<file path="src/rtl/sap1_controller.sv">
// SAP-1 control sequencer: decodes the ring-counter T-state and opcode into the
// 12-bit control word, requests early ring resets, and latches halt, bad-T and retire state.
module sap1_controller #(
  parameter int CNT_W = 8
) (
  input  logic             clk,
  input  logic             res,
  input  logic [5:0]       t,
  input  logic [3:0]       op,
  output logic [11:0]      ctrl,
  output logic             ring_clr,
  output logic             hlt,
  output logic             t_err,
  output logic [CNT_W-1:0] icount
);

  localparam logic [3:0] OP_LDA = 4'b0000;
  localparam logic [3:0] OP_ADD = 4'b0001;
  localparam logic [3:0] OP_SUB = 4'b0010;
  localparam logic [3:0] OP_OUT = 4'b1110;
  localparam logic [3:0] OP_HLT = 4'b1111;

  localparam logic [11:0] CP = 12'h800;
  localparam logic [11:0] EP = 12'h400;
  localparam logic [11:0] LM = 12'h200;
  localparam logic [11:0] CE = 12'h100;
  localparam logic [11:0] LI = 12'h080;
  localparam logic [11:0] EI = 12'h040;
  localparam logic [11:0] LA = 12'h020;
  localparam logic [11:0] EA = 12'h010;
  localparam logic [11:0] SU = 12'h008;
  localparam logic [11:0] EU = 12'h004;
  localparam logic [11:0] LB = 12'h002;
  localparam logic [11:0] LO = 12'h001;

  logic        t_ok;
  logic        is_lda;
  logic        is_add;
  logic        is_sub;
  logic        is_out;
  logic        is_hlt;
  logic        mem_op;
  logic        last_state;
  logic        run_ok;
  logic [11:0] micro;
  logic        micro_clr;

  // A valid T-state has exactly one bit set: nonzero and clearing its lowest set bit leaves zero.
  assign t_ok   = (t != 6'd0) && ((t & (t - 6'd1)) == 6'd0);

  assign is_lda = (op == OP_LDA);
  assign is_add = (op == OP_ADD);
  assign is_sub = (op == OP_SUB);
  assign is_out = (op == OP_OUT);
  assign is_hlt = (op == OP_HLT);
  assign mem_op = is_lda | is_add | is_sub;

  assign last_state = (t[3] & ~mem_op) | (t[4] & is_lda) | (t[5] & (is_add | is_sub));
  assign run_ok     = t_ok & ~t_err & ~hlt;

  always_comb begin
    micro     = 12'h000;
    micro_clr = 1'b0;
    if (t[0]) begin
      micro = EP | LM;
    end else if (t[1]) begin
      micro = CP;
    end else if (t[2]) begin
      micro = CE | LI;
    end else if (t[3]) begin
      if (mem_op) begin
        micro = EI | LM;
      end else if (is_out) begin
        micro     = EA | LO;
        micro_clr = 1'b1;
      end else begin
        micro_clr = 1'b1;
      end
    end else if (t[4]) begin
      if (is_lda) begin
        micro     = CE | LA;
        micro_clr = 1'b1;
      end else if (is_add | is_sub) begin
        micro = CE | LB;
      end
    end else if (t[5]) begin
      if (is_add) begin
        micro = EU | LA;
      end else if (is_sub) begin
        micro = SU | EU | LA;
      end
    end
  end

  // Reset, a malformed T-state or a latched fault all park the datapath with the ring held at T1.
  always_comb begin
    ctrl     = 12'h000;
    ring_clr = 1'b1;
    if (res && run_ok) begin
      ctrl     = micro;
      ring_clr = micro_clr;
    end
  end

  always_ff @(posedge clk or negedge res) begin
    if (!res) begin
      hlt    <= 1'b0;
      t_err  <= 1'b0;
      icount <= '0;
    end else begin
      if (!t_ok) begin
        t_err <= 1'b1;
      end
      if (run_ok) begin
        if (last_state) begin
          icount <= icount + 1'b1;
        end
        if (t[3] && is_hlt) begin
          hlt <= 1'b1;
        end
      end
    end
  end

endmodule

</file>
<file path="config.mk">
export PLATFORM = sky130hd
export DESIGN_NAME = sap1_controller
export DESIGN_NICKNAME = d
export VERILOG_FILES = /design/src/rtl/sap1_controller.sv
export SDC_FILE = /design/constraint.sdc
export NUM_CORES = 1
export LEC_CHECK = 0
export ABC_AREA = 1
export CAP_MARGIN = 40
export CORE_UTILIZATION = 44
export CTS_CLUSTER_DIAMETER = 80
export DETAILED_ROUTE_END_ITERATION = 10
export PLACE_DENSITY_LB_ADDON = 0.25
export SLEW_MARGIN = 20
export SYNTH_ARGS = -nofsm -noshare
export SYNTH_HDL_FRONTEND = slang
export SYNTH_SLANG_ARGS = --single-unit
</file>
<file path="constraint.sdc">
create_clock -name clk -period 2.5 [get_ports clk]
set_input_delay 0.5 -clock clk [delete_from_list [all_inputs] [get_ports clk]]
set_output_delay 0.5 -clock clk [all_outputs]
set_load 0.02 [all_outputs]
</file>
==> results.sh <==
export IMPL_fin_nets=196
export IMPL_antenna_found_initial=0
export IMPL_slew_headroom=0.816
export IMPL_die_area_mm2=0.00200
export IMPL_synth_avg_cell_area_um2=6.69
export IMPL_cts_tree="done"
export IMPL_power_density_mw_per_mm2=294
export IMPL_period_needed_ps=2410
export IMPL_global_route_usage_met1=0.321
export IMPL_drive_gt1_frac=0.368
export IMPL_setup_violations=0
export IMPL_htreeDepth=1
export IMPL_finalPower_uw=398
export IMPL_arrival_ps=1910
export IMPL_final_antenna_net_count=0
export IMPL_final_cells=207
export IMPL_cts_root_buffer="clkbuf_4"
export IMPL_path_class="input pin to primary output"
export IMPL_required_ps=2000
export IMPL_syn2layout_area_growth_pct=68.5
export IMPL_cts_buffer_depth=2
export IMPL_ios=35
export IMPL_ys_flop_type="dfrtp_1"
export IMPL_ys_seq_elements=10
export IMPL_yosysSeqAreaShare=0.312
export IMPL_cts_sinks=10
export IMPL_synthArstFlopShare=1.00
export IMPL_synthTopCellsByArea="dfrtp_1 (31%), nand2_1 (18%), nand3_1 (7.5%), nor2_1 (7.0%), xnor2_1 (6.5%)"
export IMPL_post_route_period_util=0.966
export IMPL_use_met2=0.462
export IMPL_grt_pass1_wl_mm=3.89
export IMPL_clkLatencyLatePin_ps=280
export IMPL_synth_warnings=0
export IMPL_overflow=0
export IMPL_synth_fp_nets=133
export IMPL_hpwlAfterDp_mm=1.85
export IMPL_detailedRoute_firstPassIterationCount=5
export IMPL_synthDistinctLibCells=22
export IMPL_place_congestion=0.861
export IMPL_start_kind="input pin"
export IMPL_status="finished clean"
export IMPL_fmax_mhz=414
export IMPL_num_vias=1046
export IMPL_worstSetupEndpointType="primary output"
export IMPL_die_w_um=44.7
export IMPL_grt_busiest_layer="met2"
export IMPL_hold_path_class="flip-flop to flip-flop"
export IMPL_crit_path_max_fanout=3
export IMPL_hold_viol_final=0
export IMPL_antenna_cells=0
export IMPL_vias_per_cell=5.05
export IMPL_synth_top_area_frac=0.312
export IMPL_worst_pin_slew_ps=275
export IMPL_wl_per_cell_um=12.3
export IMPL_numCtsBuffers=3
export IMPL_ir_drop_mv=0.328
export IMPL_first_iter_violations=37
export IMPL_placed_cells=200
export IMPL_synth_largest_area_cell="dfrtp_1"
export IMPL_core_area_mm2=0.00173
export IMPL_clk_pin_slew_ps=70
export IMPL_chipHeight_um=44.7
export IMPL_whs_ps=543
export IMPL_ys_top_cells_by_count="nand2_1 (38), nor2_1 (15), nand3_1 (12)"
export IMPL_p_leak_nw=0.685
export IMPL_totalWireLength_mm=2.55
export IMPL_grt_pass1_vias=921
export IMPL_start_util=0.465
export IMPL_yosysMostFrequentCell="nand2_1"
export IMPL_r2r_setup_slack_ps=830
export IMPL_finalMaxSlewViolations=0
export IMPL_fin_tns_setup_ps=0
export IMPL_drc=0
export IMPL_synth_edf_count=0
export IMPL_fin_worst_skew_ps=4.40
export IMPL_grtUsageTotal=0.271
export IMPL_grt_max_degree=12
export IMPL_use_met3=0.0920
export IMPL_num_rows=15
export IMPL_synthCells=120
export IMPL_io_buffers=34
export IMPL_cap_violations=0
export IMPL_synth_area_um2=803
-- cell usage in the layout, fill, tap and decap left out, types with 2 or more instances in the layout --
master | netlist | layout
clkbuf_2 | 0 | 3
nand2_2 | 3 | 4
nor2_2 | 1 | 3
clkbuf_4 | 0 | 3
clkdlybuf4s50_1 | 0 | 15
a21oi_1 | 2 | 2
o21ai_2 | 4 | 4
clkdlybuf4s15_1 | 0 | 2
nor3_2 | 0 | 3
xnor2_1 | 6 | 6
buf_4 | 1 | 31
nor2_1 | 15 | 13
inv_1 | 9 | 8
o21ai_0 | 2 | 2
inv_2 | 3 | 4
dfrtp_1 | 10 | 10
buf_2 | 0 | 8
nand3_1 | 12 | 11
nand4_1 | 3 | 3
nand2_1 | 38 | 36
-- area by class of cell --
class | instances | area, µm²
multi-input cells | 96 | 524
repair buffers | 60 | 467
fillers | 135 | 373
flip-flops and latches | 10 | 250
inverters | 12 | 45.0
clock buffers | 4 | 36.3
well taps | 25 | 31.3
-- metal layers --
metal / part of all wire / up-vias
li1: - / 515
met1: 0.43 / 483
met2: 0.51 / 42
met3: 0.049 / 6
met4: 0.019 / 0
met5: 0 / -
-- per-stage QoR --
stage / setup slack (ps) / instance area (µm²) / utilization
5_1_grt: -3.00 / 1350 / 0.784
3_5_place_dp: -567 / 1330 / 0.772
2_1_floorplan: 165 / 808 / -
4_1_cts: 78.4 / 1350 / 0.779
6_report: 86.1 / 1350 / 0.784
3_3_place_gp: -507 / 1330 / 0.772
-- state kept, by name (all words and copies together) (netlist names) --
register  count
hlt           1
icount        8
t_err         1
-- worst paths after layout --
check | startpoint | end | cells past startpoint
min in group asynchronous | res | icount[5] | 2
max | op[3] | ring_clr | 9
min | icount[7] | icount[7] | 2
max reg2reg | t_err | icount[6] | 9
max in group asynchronous | res | icount[3] | 2
min reg2reg | icount[7] | icount[7] | 2
-- kinds of logic after synthesis --
group           share of synthesized area
compound gates                     0.0966
simple gates                        0.431
buf+inv                            0.0794
flops                               0.312
fa+ha+maj                          0.0156
xor+xnor                           0.0654
-- what timing repair did --
action                                  4_1_cts  5_1_grt
hold buffers                                  0        0
resized for setup                            67       15
setup buffers                                 3        0
endpoints found under the setup margin       13       13
pin swaps                                     4        4
-- where the power goes --
group	total (mW)	leakage [nW]	switching [mW]	internal, mW
sequential	0.162	0.129	0	0.162
clock	0.152	0.0210	0.0633	0.0887
combinational	0.0842	0.535	0.0436	0.0407
total	0.398	0.685	0.107	0.291
-- critical path: stages --
cell and delay, ps:
clkdlybuf4s50_1 440, nor2_2 160, nand2_1 90, nor2_1 120
nand2_1 110, nand2_1 70, nand2_1 40, o211ai_1 180
buf_2 200
Power figures use the tool's default switching activity.
